===== src/rtl/saturating_accumulator.sv =====
// saturating_accumulator
//   Saturating integrator for the cell-controller feedback datapath. Sums a
//   signed sample stream into an AWIDTH accumulator that clamps at its limits
//   (never wraps), then presents the value saturation-reduced to OWIDTH one
//   cycle later with a single-cycle valid strobe.
//
//   Build option: define SAT_ACCUM_LEAK_EN for a leaky integrator
//   (acc - (acc >>> LEAK_SHIFT) + inData). Without it the block is a pure
//   integrator and LEAK_SHIFT has no effect.
//
//   Legal parameterisation: AWIDTH >= IWIDTH, AWIDTH >= OWIDTH, LEAK_SHIFT >= 0.
module saturating_accumulator #(
    parameter int IWIDTH     = 16,
    parameter int AWIDTH     = 24,
    parameter int OWIDTH     = 16,
    parameter int LEAK_SHIFT = 8
) (
    input  logic              clk,
    input  logic              rst_n,
    input  logic              clear,
    input  logic              enable,
    input  logic              inValid,
    input  logic [IWIDTH-1:0] inData,
    output logic              outValid,
    output logic [OWIDTH-1:0] outData,
    output logic              outSat,
    output logic              accSat,
    output logic [15:0]       satCount
);

    // One guard bit is enough for acc + sample; the leak path subtracts a
    // further term, so it carries a second guard bit.
`ifdef SAT_ACCUM_LEAK_EN
    localparam int SW = AWIDTH + 2;
`else
    localparam int SW = AWIDTH + 1;
`endif

    // Elaborates only for an illegal parameter set, making it visible in
    // the hierarchy of any elaboration report.
    if ((AWIDTH < IWIDTH) || (AWIDTH < OWIDTH) || (LEAK_SHIFT < 0)) begin : g_illegal_params
    end

    // ------------------------------------------------------------------
    // State
    // ------------------------------------------------------------------
    logic signed [AWIDTH-1:0] acc_q,       acc_d;
    logic                     acc_sat_q,   acc_sat_d;
    logic [15:0]              sat_count_q, sat_count_d;
    logic                     pend_q,      pend_d;
    logic                     out_valid_q, out_valid_d;
    logic [OWIDTH-1:0]        out_data_q,  out_data_d;
    logic                     out_sat_q,   out_sat_d;

    // ------------------------------------------------------------------
    // Stage-1 arithmetic
    // ------------------------------------------------------------------
    logic               accept;
    logic signed [SW-1:0] acc_ext;
    logic signed [SW-1:0] in_ext;
    logic signed [SW-1:0] sum;
    logic signed [SW-1:0] acc_lim_max;
    logic signed [SW-1:0] acc_lim_min;
    logic               pos_clamp;
    logic               neg_clamp;
    logic signed [AWIDTH-1:0] acc_next;

    assign accept = inValid & enable & ~clear;

    // Extended sum and accumulator clamp; the wide sum makes overflow a
    // simple signed compare against the accumulator limits.
    always_comb begin
        acc_ext     = SW'(acc_q);
        in_ext      = SW'($signed(inData));
        acc_lim_max = SW'($signed({1'b0, {(AWIDTH-1){1'b1}}}));
        acc_lim_min = SW'($signed({1'b1, {(AWIDTH-1){1'b0}}}));
`ifdef SAT_ACCUM_LEAK_EN
        sum         = acc_ext - (acc_ext >>> LEAK_SHIFT) + in_ext;
`else
        sum         = acc_ext + in_ext;
`endif
        pos_clamp   = (sum > acc_lim_max);
        neg_clamp   = (sum < acc_lim_min);
        if (pos_clamp) begin
            acc_next = acc_lim_max[AWIDTH-1:0];
        end else if (neg_clamp) begin
            acc_next = acc_lim_min[AWIDTH-1:0];
        end else begin
            acc_next = sum[AWIDTH-1:0];
        end
    end

    // Stage-1 next state: clear wins over a same-cycle sample.
    always_comb begin
        acc_d       = acc_q;
        acc_sat_d   = acc_sat_q;
        sat_count_d = sat_count_q;
        pend_d      = accept;
        if (clear) begin
            acc_d       = '0;
            acc_sat_d   = 1'b0;
            sat_count_d = '0;
        end else if (accept) begin
            acc_d = acc_next;
            if (pos_clamp || neg_clamp) begin
                acc_sat_d = 1'b1;
                if (sat_count_q != 16'hFFFF) begin
                    sat_count_d = sat_count_q + 16'd1;
                end
            end
        end
    end

    // ------------------------------------------------------------------
    // Stage-2 output reduction
    // ------------------------------------------------------------------
    logic signed [AWIDTH-1:0] out_lim_max;
    logic signed [AWIDTH-1:0] out_lim_min;
    logic                     out_pos_clamp;
    logic                     out_neg_clamp;

    // Output clamp of the accumulator; data/sat hold between strobes. A
    // pending strobe still issues on a clear edge, showing the pre-clear acc.
    always_comb begin
        out_lim_max   = AWIDTH'($signed({1'b0, {(OWIDTH-1){1'b1}}}));
        out_lim_min   = AWIDTH'($signed({1'b1, {(OWIDTH-1){1'b0}}}));
        out_pos_clamp = (acc_q > out_lim_max);
        out_neg_clamp = (acc_q < out_lim_min);
        out_valid_d   = pend_q;
        out_data_d    = out_data_q;
        out_sat_d     = out_sat_q;
        if (pend_q) begin
            out_sat_d = out_pos_clamp | out_neg_clamp;
            if (out_pos_clamp) begin
                out_data_d = out_lim_max[OWIDTH-1:0];
            end else if (out_neg_clamp) begin
                out_data_d = out_lim_min[OWIDTH-1:0];
            end else begin
                out_data_d = acc_q[OWIDTH-1:0];
            end
        end
    end

    // ------------------------------------------------------------------
    // Registers
    // ------------------------------------------------------------------

    // All pipeline state; reset drops any in-flight strobe immediately.
    always_ff @(posedge clk or negedge rst_n) begin
        if (!rst_n) begin
            acc_q       <= '0;
            acc_sat_q   <= 1'b0;
            sat_count_q <= '0;
            pend_q      <= 1'b0;
            out_valid_q <= 1'b0;
            out_data_q  <= '0;
            out_sat_q   <= 1'b0;
        end else begin
            acc_q       <= acc_d;
            acc_sat_q   <= acc_sat_d;
            sat_count_q <= sat_count_d;
            pend_q      <= pend_d;
            out_valid_q <= out_valid_d;
            out_data_q  <= out_data_d;
            out_sat_q   <= out_sat_d;
        end
    end

    assign outValid = out_valid_q;
    assign outData  = out_data_q;
    assign outSat   = out_sat_q;
    assign accSat   = acc_sat_q;
    assign satCount = sat_count_q;

endmodule


===== config.mk =====
export PLATFORM = sky130hd
export DESIGN_NAME = saturating_accumulator
export DESIGN_NICKNAME = d
export VERILOG_FILES = /design/src/rtl/saturating_accumulator.sv
export SDC_FILE = /design/constraint.sdc
export NUM_CORES = 1
export LEC_CHECK = 0
export ABC_CLOCK_PERIOD_IN_PS = 3800
export CAP_MARGIN = 20
export CORE_MARGIN = 2
export CORE_UTILIZATION = 44
export CTS_CLUSTER_SIZE = 8
export DETAILED_ROUTE_END_ITERATION = 8
export GPL_ROUTABILITY_DRIVEN = 0
export PLACE_DENSITY = 0.66
export SLEW_MARGIN = 30
export SYNTH_ARGS = -nofsm -noshare
export SYNTH_HDL_FRONTEND = slang
export SYNTH_SLANG_ARGS = --single-unit

===== constraint.sdc =====
create_clock -name clk -period 3.8 [get_ports clk]
set_clock_uncertainty 0.05 [all_clocks]
set_input_delay 0.76 -clock clk [delete_from_list [all_inputs] [get_ports clk]]
set_output_delay 0.76 -clock clk [all_outputs]
set_load 0.05 [all_outputs]

---- After elaboration in Yosys (flattened, before gate mapping) ----
Index checks and enable logic that the tools add are counted.
operators by class
  add/subtract/negate cells ............... 2
  multipliers ............................. 0
  divide/modulo/power cells ............... 0
  magnitude comparators ................... 4
  equality and inequality tests ........... 1
  shift-type cells ........................ 0
  multiplexer cells ....................... 13
  bitwise operators ....................... 4
  reductions and logical operators ........ 6
operators with widths
  cell                   count
  $mux 16                6
  $mux 24                4
  $add 24x16->25         1
  $gt 25x24->1 const B   1
  $lt 25x24->1 const B   1
  $gt 24x16->1 const B   1
  $lt 24x16->1 const B   1
  $add 16x1->16 const B  1
  $ne 16x16->1 const B   1
  $reduce_bool 2->1      3
  $mux 1                 3
  $reduce_and 3->1       1
  $and 1x1->1            2
  $reduce_and 2->1       1
  $logic_or 1x1->1       1
  $not 1->1              1
  $or 1x1->1             1
storage, ports and cells
  bits in registers ....................... 60
  latch bits .............................. 0
  RAM bits ................................ 0
  ROM bits ................................ 0
  bits of input ports ..................... 21
  output and inout port bits .............. 35
  memories kept ........................... 0

---- Longest topological paths before layout ----
Gate-level depths: netlist of the first run.
  word-level depth ........................ 6
  mapped depth ............................ 12
  mapped depth without buffers ............ 11

---- Worst setup path after synthesis of the first run ----
No wires, ideal clock.
  path type ............................... input to register
  start ................................... input inData[0]
  end ..................................... register sat_count_q[14] (netlist: satCount[14])
  setup time .............................. 128 ps
  data arrival time ....................... 3102 ps
  path slack .............................. 521 ps
  stages on the path ...................... 12
  buffers on the path ..................... 1
  cells stage by stage .................... ha_1 -> inv_1 -> fa_1 -> nand2b_1 -> a21o_1 -> a21oi_1 -> o21a_2 -> o22ai_1 -> xnor2_1 -> buf_2 -> nor4b_1 -> mux2_1
between the ends
  word-level cells in the longest chain between the ends .. 5
  elaborated cells between the ends (all ways) .. 6
  those cells by class .................... add/sub (1); order compare (2); reduce/logical (3)
ends and longest elaborated chain
  what                                                 RTL line  text
  from (decl)                                          23        input logic [IWIDTH-1:0] inData,
  $add 24x16->25 (*)                                   80        sum = acc_ext + in_ext;
  $gt 25x24->1 / $lt 25x24->1 (equally long branches)  82, 83
  $logic_or 1x1->1 (*)                                 105       if (pos_clamp || neg_clamp) begin
  $reduce_bool 2->1 (no source line) (*)               -
  $reduce_and 3->1 (no source line) (*)                -
  to (signal assigned)                                 161       sat_count_q <= sat_count_d;
  to (decl)                                            49        logic [15:0] sat_count_q, sat_count_d;
Mark *: on every way between the ends. The rest lies on a longest branch, timed or not.
A chain may end at the register's enable or synchronous reset.

---- Final worst setup path of the first run ----
  start ................................... input inData[15]
  end ..................................... register sat_count_q[10] (netlist: satCount[10])
The elaborated chain is that of the path after synthesis.

==> results of run 1 <==
[cells in the mapped netlist, drive strengths merged, types with 2 or more instances]
cell and number:
dfrtp 60, nor2 46, nand2 42, a21oi 33, o21ai 31, ha 25, inv 25, a211oi 21
clkbuf 19, o211ai 17, xnor2 12, a21o 11, and3 9, nor2b 9, mux2 8, or4 8
o31ai 7, nand2b 6, nand3 6, nand4 6, xor2 6, a2111oi 5, a31oi 5, buf 5
nor4 5, o21a 5, and2 4, nor4b 3, o21bai 3, o22ai 3, a211o 2, a311oi 2
nor3 2, nor3b 2, o2111a 2, or3 2
[layout by cell type (no fill, tap or decap), types with 4 or more instances in the layout]
| master | synthesis | final |
|---|---|---|
| a21o_1 | 11 | 11 |
| nor4_1 | 5 | 5 |
| xor2_1 | 6 | 6 |
| dfrtp_1 | 60 | 59 |
| o21ai_1 | 4 | 4 |
| a211oi_2 | 20 | 20 |
| inv_1 | 25 | 25 |
| clkdlybuf4s50_1 | 0 | 53 |
| a21oi_1 | 32 | 32 |
| and2_1 | 4 | 4 |
| or4_1 | 7 | 7 |
| nand2_1 | 42 | 42 |
| nand3_1 | 6 | 6 |
| ha_1 | 25 | 25 |
| nand4_1 | 6 | 6 |
| nand2b_1 | 6 | 6 |
| o21ai_0 | 26 | 26 |
| o31ai_1 | 7 | 7 |
| xnor2_1 | 12 | 12 |
| and3_1 | 9 | 9 |
| a31oi_1 | 4 | 4 |
| clkbuf_8 | 0 | 9 |
| nor2_1 | 46 | 46 |
| mux2_1 | 5 | 5 |
| o211ai_1 | 17 | 17 |
| buf_4 | 0 | 31 |
| nor2b_1 | 9 | 9 |
| o21a_1 | 4 | 4 |
[flip-flops by register name, summed over array words and instances (netlist names)]
signal	count
outValid	1
accSat	1
satCount	16
out_valid_d	1
acc_q	24
outData	16
outSat	1
[cells by family after synthesis]
| group | count (synthesis) | synth area share |
|---|---|---|
| AOI/OAI and AO/OA | 159 | 0.2883 |
| xor gates and xnor gates | 18 | 0.03673 |
| adders and majority gates | 26 | 0.07755 |
| buffers and inverters | 49 | 0.04723 |
| DFF | 60 | 0.3499 |
| muxes | 9 | 0.02332 |
| and+or+nand+nor | 153 | 0.1770 |
[path summary, 6_finish.rpt]
| check | to | slack [ns] | cells past startpoint |
|---|---|---|---|
| worst max-delay path | satCount[10] | 0.25 | 11 |
| worst min-delay path | acc_q[13] | 0.33 | 1 |
| worst max register to register | acc_q[10] | 0.79 | 10 |
| worst min register to register | outData[11] | 0.47 | 2 |
| max in group asynchronous | out_valid_d | 2.77 | 2 |
| min in group clk | outData[11] | 0.47 | 2 |
[metal layers]
metal	up-vias	GRT usage	part of all wire
met4	0	0.09312	0.020
met3	18	0.03254	0.045
li1	1903	-	-
met5	-	0	0
met1	1867	0.2923	0.46
met2	113	0.3414	0.47
[stage by stage]
step                worst slack (ns)  hold slack [ns]  TNS [ns]  cells
floorplan                     0.5206           0.4032         0    474
global placement            -0.01737           0.4465  -0.02778    670
detailed placement          -0.06129           0.4634   -0.2099    670
CTS                           0.2965           0.4765         0    686
global route                 0.02866           0.3771         0    686
finish                        0.2523           0.3308         0    686
[area by class of cell]
cell class,instances,share of cell area
clock buffers,9,0.02312
clock inverters,7,0.01401
inverters,25,0.01752
multi-input cells,365,0.4830
flip-flops and latches,60,0.2805
well taps,133,0.03106
repair buffers,87,0.1509
[where the power goes]
part	total (mW)	internal (mW)	switching, mW
Sequential	0.750	0.703	0.0471
Combinational	0.786	0.304	0.483
Clock	0.601	0.307	0.294
Total	2.14	1.31	0.824
==> summary.txt, run 1 <==
Run status
  – Status: completed

Finish
  – Layout net count: 595
  – Final Util: 0.5558
  – Layout area overhead: 24.84%
  – Final instance area: 5358 um^2
  – Fill count: 934
  – Share of layout cells above drive strength 1: 0.1609
  – FF+latch area: 1503 um^2
  – Multi-input combinational cell area: 2587 um^2
  – Ant diodes: 0

Logic synthesis
  – Warnings, synthesis: 0
  – Top cell type by total area after synthesis: dfrtp_1
  – Async SR Flop Fraction: 1.000
  – Area share of the largest cell type after synthesis: 0.3499
  – Post-synth top flop: dfrtp_1
  – Synth unique cells: 65
  – FF+latch count, synth: 60
  – Sequential share of the synthesized area: 0.3499
  – EDFF count, synth: 0
  – Synth area leaders: dfrtp_1 (35%), ha_1 (7.3%), a211oi_2 (5.8%), nor2_1 (4.0%), a21oi_1 (3.7%)
  – Post-Syn Area: 4292 um^2
  – Mean area per synthesized cell: 9.054 um^2
  – Synthesized Nets: 521
  – Syn Inst Count: 474

Route
  – Residual DRC: 0
  – DRT Pass-1 Iters: 4
  – Initial DRC count: 248
  – Detailed Route WL: 10600 um
  – Drt wl/cell: 15.45 um
  – Post-route antenna net violation count: 0
  – Via count: 3901
  – Vias per cell: 5.687

Global routing
  – Initial antenna violation count: 0
  – Global-route wire length before repair: 17810 um
  – Remaining global-route overflow: 0
  – Largest net degree at the start of global routing: 41
  – Tot GR Track Use: 0.2148
  – Vias in the first global route: 3707

Pwr
  – Power Density: 398.9 nW/um^2
  – PnR Total Power: 2.137 mW
  – Worst IR drop on VDD: 0.0002073 V
  – Leak pwr: 2.344 nW

Floorplanning
  – Die area: 10560 um^2
  – Chip height: 102.8 um
  – Core footprint: 9639 um^2
  – I/O pins: 56
  – FP Rows: 36
  – Initial Util: 0.4452
  – Die Width: 102.8 um

Setup path
  – Startpoint types: input pin
  – Cell mode on critical path: a21oi_1
  – R2R Path Start: acc_q[10]
  – CP max stage cell: clkdlybuf4s50_1
  – Crit path launch: inData[15]
  – Worst path cell trace: clkdlybuf4s50_1 -> ha_1 -> a21oi_1 -> a21oi_1 -> a311oi_1 -> inv_1 -> o22ai_1 -> xnor2_1 -> buf_12 -> nor4b_1 -> mux2_1
  – Critical Path AT: 3.75 ns
  – Critical Path Max Stage Delay: 0.56 ns
  – Buffer and inverter count on the worst path: 3
  – Top delay family on crit path: compound AO/OA/AOI/OAI gates
  – Crit path kind: in2reg
  – CP required: 4.01 ns
  – Critical path endpoint category: register
  – Maximum net fanout on the critical path: 24

Clocking
  – Root Driver: clkbuf_8
  – Clock Path Buffers: 2
  – CTS resizes: 0
  – Post-CTS setup repair buffer count: 0
  – Hold_buf cts: 0
  – CTS sink cnt: 60
  – CTS tree: done
  – CTS Buf Count: 9
  – CTS H-tree lvls: 3
  – Clk_lat worst skew: 0.37 ns
  – Clk pin slew, worst setup/hold paths: 0.08 ns

STA
  – Final Hold Viols: 0
  – Final setup viols: 0
  – Maximum clock rate: 281.9 MHz
  – RSZ-0062 raised after global routing: false
  – Slew at the pin with the worst max-slew slack: 0.6462 ns
  – Period utilization: 0.9336
  – Final slew viol count: 0
  – Slew margin rel.: 0.5682
  – Crit path time final: 3.548 ns

Min path
  – Hold Crit Class: in2async

Place
  – IO Port Bufs: 55
  – Dpl hpwl: 7521 um
  – DP Area: 5155 um^2

Job
  – Max Cap Viol: 0
Note: power is estimated with default switching activity, not from simulation.
==> run 2: changes to the inputs <==
- ABC_CLOCK_PERIOD_IN_PS: 3800 -> 3200
- PLACE_DENSITY: 0.66 -> 0.68
- clock period: 3.8 -> 3.2 ns (I/O delays scaled with it)
==> summary.txt, run 2 (synthesis results as in run 1) <==
Run status
  – Status: completed (unchanged)

STA
  – Final setup viols: 0 (unchanged)
  – Period utilization: 0.9662
  – Final Hold Viols: 0 (unchanged)
  – Final slew viol count: 0 (unchanged)
  – RSZ-0062 raised after global routing: false (unchanged)
  – Slew at the pin with the worst max-slew slack: 0.7869 ns (was 0.6462 ns)
  – Maximum clock rate: 323.4 MHz
  – Crit path time final: 3.092 ns
  – Slew margin rel.: 0.4741 (was 0.5682)

Place
  – IO Port Bufs: 55 (unchanged)
  – DP Area: 5475 um^2 (was 5155 um^2)
  – Dpl hpwl: 8063 um (was 7521 um)
  – Placed cell count: 711 (was 670)

Clocking
  – CTS Buf Count: 9 (unchanged)
  – CTS tree: done (unchanged)
  – Clk_lat worst skew: 0.35 ns (was 0.37 ns)
  – CTS sink cnt: 60 (unchanged)
  – Hold_buf cts: 0 (unchanged)
  – Clock Path Buffers: 2 (unchanged)
  – CTS H-tree lvls: 3 (unchanged)
  – Root Driver: clkbuf_8 (unchanged)
  – Clk pin slew, worst setup/hold paths: 0.07 ns (was 0.08 ns)

Setup path
  – RR Endpoint: acc_q[22] (was acc_q[10])
  – CP required: 3.39 ns (was 4.01 ns)
  – Startpoint types: input pin (unchanged)
  – Crit path launch: inData[11] (was inData[15])
  – Worst r2r path cells: 9 (was 10)
  – Reg2reg setup slack: 0.25 ns (was 0.79 ns)
  – Maximum net fanout on the critical path: 4 (was 24)
  – Critical path endpoint category: register (unchanged)
  – Critical Path AT: 3.28 ns (was 3.75 ns)
  – Crit path kind: in2reg (unchanged)
  – R2R Path Start: acc_q[9] (was acc_q[10])

Floorplanning
  – Initial Util: 0.4452 (unchanged)
  – Chip height: 102.8 um (unchanged)
  – Die area: 10560 um^2 (unchanged)
  – FP Rows: 36 (unchanged)
  – I/O pins: 56 (unchanged)
  – Core footprint: 9639 um^2 (unchanged)
  – Die Width: 102.8 um (unchanged)

Finish
  – Commonest cells after routing, fill and taps aside: buf_4 (76), dfrtp_1 (59), nor2_1 (43) (was dfrtp_1 (59), clkdlybuf4s50_1 (53), nor2_1 (46))
  – Largest register FFs: 24 (unchanged)
  – Commonest non-fill, non-tap cell in the layout: buf_4 (was dfrtp_1)
  – Fill count: 820 (was 934)
  – Ant diodes: 0 (unchanged)
  – Layout net count: 647 (was 595)
  – Final cell count without fillers: 738 (was 686)
  – Final instance area: 6101 um^2 (was 5358 um^2)
  – Share of layout cells above drive strength 1: 0.2926 (was 0.1609)
  – Top reg by flops: acc_q (unchanged)
  – Layout area overhead: 42.16% (was 24.84%)

Global routing
  – Largest net degree at the start of global routing: 61 (was 41)
  – Initial antenna violation count: 0 (unchanged)
  – Remaining global-route overflow: 0 (unchanged)
  – Tot GR Track Use: 0.2279 (was 0.2148)
  – Global-route wire length before repair: 19120 um (was 17810 um)
  – Vias in the first global route: 4063 (was 3707)

Route
  – Detailed Route WL: 12180 um (was 10600 um)
  – Initial DRC count: 289 (was 248)
  – Drt wl/cell: 16.51 um (was 15.45 um)
  – Vias per cell: 5.759 (was 5.687)
  – DRT Pass-1 Iters: 5 (was 4)
  – Via count: 4250 (was 3901)
  – Residual DRC: 0 (unchanged)
  – Post-route antenna net violation count: 0 (unchanged)

Pwr
  – Leak pwr: 2.759 nW (was 2.344 nW)
  – Worst IR drop on VDD: 0.0002027 V (was 0.0002073 V)
  – Power Density: 444.6 nW/um^2 (was 398.9 nW/um^2)

Job
  – Max Cap Viol: 0 (unchanged)

Min path
  – Hold Crit Class: in2async (unchanged)
==> run 2: changes by cell type in the layout (fill, tap and decap cells not counted), sizes merged, moves of 2 or more <==
| cell | delta |
|---|---|
| clkinvlp | +2 |
| clkinv | -2 |
| clkbuf | +2 |
| clkdlybuf4s50 | -12 |
| dlymetal6s2s | +10 |
| buf | +50 |
==> run 2: worst max-delay path, stage by stage <==
cell	delay [ns]
clkdlybuf4s50_1	0.42
ha_1	0.34
o21a_1	0.13
o2111a_1	0.24
o21a_2	0.14
o31a_1	0.30
or4_4	0.47
o2111a_2	0.26
a2111oi_4	0.33
==> run 2: worst max-delay path by stage <==
stage	depth (start not counted)	end
after floorplan	12	satCount[14]
after global placement	12	satCount[12]
after detailed placement	11	satCount[10]
after CTS	11	acc_q[22]
after global routing	9	acc_q[22]
final	9	acc_q[22]
==> run 2: area by class of cell <==
cell class              instances  area [um^2]  share of cell area
repair buffers                138         1247              0.2045
multi-input cells             366         2899              0.4752
well taps                     133        166.4             0.02728
flip-flops and latches         60         1503              0.2463
clock inverters                 6        63.81             0.01046
inverters                      25        93.84             0.01538
clock buffers                  10        127.6             0.02092
==> run 2: what timing repair did <==
action	in CTS	in global routing
gates cloned	0	2
resized for setup	24	42
buffers inserted	4	5
pin swaps	2	9
endpoints found under the setup margin	32	37
==> run 2: where the power goes <==
part           internal (mW)  total [mW]  switching [mW]
combinational          0.477        1.12           0.645
sequential             0.834       0.893          0.0590
clock                  0.360       0.697           0.337
total                   1.67        2.71            1.04
==> run 2: routing by layer <==
metal,vias up,part of all wire,track usage
met3,31,0.043,0.03186
met1,2067,0.45,0.2972
met5,-,0,0
met2,147,0.49,0.3906
met4,0,0.020,0.07591
li1,2005,-,-
==> run 2: per-stage QoR <==
stage	total power [mW]	util	TNS, ns	hold WS, ns	worst slack [ns]
global route	2.851	0.6329	0	0.4681	0.01627
floorplan	1.529	-	0	0.2944	0.04058
detailed placement	1.910	0.5680	-16.88	0.4569	-0.5203
finish	2.712	0.6329	0	0.3875	0.1080
CTS	2.650	0.6070	0	0.4270	0.004681
global placement	1.890	0.5680	-15.16	0.4433	-0.4542
==> run 3: changes to the inputs <==
- ABC_CLOCK_PERIOD_IN_PS: 3200 -> 3500
- PLACE_DENSITY: 0.68 -> 0.66
- SKIP_CTS_REPAIR_TIMING: unset -> 1
- clock period: 3.2 -> 3.5 ns (I/O delays scaled with it)
==> summary.txt, run 3 (synthesis results as in run 1) <==
Run status
  – Status: completed (unchanged)

Job
  – Max Cap Viol: 0 (unchanged)

Global routing
  – Initial antenna violation count: 0 (unchanged)
  – Global-route wire length before repair: 18200 um (was 19120 um)
  – Tot GR Track Use: 0.2177 (was 0.2279)
  – Vias in the first global route: 3857 (was 4063)
  – Largest net degree at the start of global routing: 35 (was 61)
  – Remaining global-route overflow: 0 (unchanged)

Route
  – Detailed Route WL: 11010 um (was 12180 um)
  – Initial DRC count: 200 (was 289)
  – DRT Pass-1 Iters: 4 (was 5)
  – Via count: 3949 (was 4250)
  – Drt wl/cell: 15.31 um (was 16.51 um)
  – Post-route antenna net violation count: 0 (unchanged)
  – Residual DRC: 0 (unchanged)
  – Vias per cell: 5.492 (was 5.759)

Setup path
  – Critical Path AT: 3.56 ns (was 3.28 ns)
  – CP required: 3.68 ns (was 3.39 ns)
  – Crit path kind: in2reg (unchanged)
  – Maximum net fanout on the critical path: 5 (was 4)
  – Critical path endpoint category: register (unchanged)
  – Startpoint types: input pin (unchanged)

Pwr
  – Worst IR drop on VDD: 0.0002234 V (was 0.0002027 V)
  – Power Density: 415.8 nW/um^2 (was 444.6 nW/um^2)
  – Leak pwr: 2.557 nW (was 2.759 nW)
  – Combinational Power Share: 0.389 (was 0.414)
  – PnR Total Power: 2.366 mW (was 2.712 mW)
  – Sequential share of power: 0.344 (was 0.329)
  – Sw frac: 0.3802 (was 0.3839)
  – Switch Pwr: 899.3 uW (was 1.041 mW)
  – Internal: 1.466 mW (was 1.671 mW)
  – Clk pwr share: 0.266 (was 0.257)

Finish
  – Final cell count without fillers: 719 (was 738)
  – Layout area overhead: 32.57% (was 42.16%)
  – Commonest cells after routing, fill and taps aside: buf_4 (62), dfrtp_1 (59), clkdlybuf4s50_1 (52) (was buf_4 (76), dfrtp_1 (59), nor2_1 (43))
  – Share of layout cells above drive strength 1: 0.2218 (was 0.2926)
  – Commonest non-fill, non-tap cell in the layout: buf_4 (unchanged)
  – Final Util: 0.5902 (was 0.6329)
  – Largest register FFs: 24 (unchanged)
  – Ant diodes: 0 (unchanged)
  – Layout net count: 628 (was 647)
  – FF+latch area: 1503 um^2 (unchanged)
  – Top reg by flops: acc_q (unchanged)
  – Fill count: 845 (was 820)
  – Multi-input combinational cell area: 2666 um^2 (was 2899 um^2)

STA
  – Period utilization: 0.9639
  – Slew at the pin with the worst max-slew slack: 0.8442 ns (was 0.7869 ns)
  – Final Hold Viols: 0 (unchanged)
  – Final slew viol count: 0 (unchanged)
  – Crit path time final: 3.374 ns
  – Maximum clock rate: 296.4 MHz
  – Final setup viols: 0 (unchanged)
  – Setup WS post-layout: 0.1265 ns (was 0.1080 ns)
  – Slew margin rel.: 0.4358 (was 0.4741)

Place
  – Dpl hpwl: 7953 um (was 8063 um)
  – DP Worst Slack: -0.3091 ns (was -0.5203 ns)
  – Placed cell count: 703 (was 711)
  – IO Port Bufs: 55 (unchanged)

Clocking
  – Clk pin slew, worst setup/hold paths: 0.07 ns (about the same)
  – CTS sink cnt: 60 (unchanged)
  – Root Driver: clkbuf_8 (unchanged)
  – Clk_lat worst skew: 0.35 ns (about the same)
  – CTS H-tree lvls: 3 (unchanged)
  – CTS Buf Count: 9 (unchanged)
  – CTS tree: done (unchanged)
  – Clock Path Buffers: 2 (unchanged)

Floorplanning
  – Chip height: 102.8 um (unchanged)
  – I/O pins: 56 (unchanged)
  – Die Width: 102.8 um (unchanged)
  – Die area: 10560 um^2 (unchanged)
  – Initial Util: 0.4452 (unchanged)
  – Core footprint: 9639 um^2 (unchanged)
  – FP Rows: 36 (unchanged)

Min path
  – Hold Crit Class: in2async (unchanged)
-- run 3: per-layer routing --
| layer | up-vias | GRT usage | part of all wire | wire length (um) |
|---|---|---|---|---|
| met5 | - | 0 | 0 | 0 |
| met1 | 1877 | 0.2919 | 0.45 | 4952 |
| met4 | 0 | 0.07085 | 0.018 | 193 |
| met3 | 17 | 0.02915 | 0.047 | 514 |
| met2 | 87 | 0.3655 | 0.49 | 5350 |
| li1 | 1968 | - | - | - |
-- run 3: layout make-up --
cell class | instances | share of cell area
clock buffer | 10 | 0.02243
timing repair buffer | 120 | 0.1878
multi-input combinational | 365 | 0.4687
tap | 133 | 0.02925
clock inverter | 6 | 0.01122
sequential | 60 | 0.2641
inverter | 25 | 0.01649
-- run 3: worst paths after layout --
kind	from	end	slack [ns]	cells after the start
setup reg to reg	acc_q[2]	acc_q[8]	0.47	12
hold / removal	rst_n	outData[14]	0.32	1
setup / recovery	inData[7]	acc_q[21]	0.13	10
hold reg to reg	outData[8]	outData[8]	0.47	2
max in group asynchronous	rst_n	out_valid_d	2.18	2
min in group clk	outData[8]	outData[8]	0.47	2
-- run 3: power by group through the flow --
| stage | clock network (mW) | registers (mW) | logic (mW) |
|---|---|---|---|
| global route | 0.668 | 0.824 | 1.00 |
| floorplan | 0 | 0.986 | 0.412 |
| global placement | 0 | 0.824 | 0.892 |
| detailed placement | 0 | 0.828 | 0.904 |
| CTS | 0.643 | 0.814 | 0.911 |
| finish | 0.630 | 0.814 | 0.921 |
-- run 3: critical path: stages --
cell,delay (ns)
clkdlybuf4s50_1,0.42
ha_1,0.36
a21o_1,0.22
o21ai_0,0.24
a21oi_2,0.07
o21a_2,0.22
o31a_1,0.33
or4_4,0.44
o2111a_2,0.22
a2111oi_2,0.34
-- run 3: per-stage QoR --
| stage | TNS, ns | instance area, um^2 | hold WS [ns] |
|---|---|---|---|
| after floorplan | 0 | 4292 | 0.3544 |
| after global placement | -5.719 | 5415 | 0.4417 |
| after detailed placement | -7.024 | 5415 | 0.4475 |
| after CTS | 0 | 5607 | 0.3472 |
| after global routing | -0.03148 | 5689 | 0.3671 |
| final | 0 | 5689 | 0.3152 |
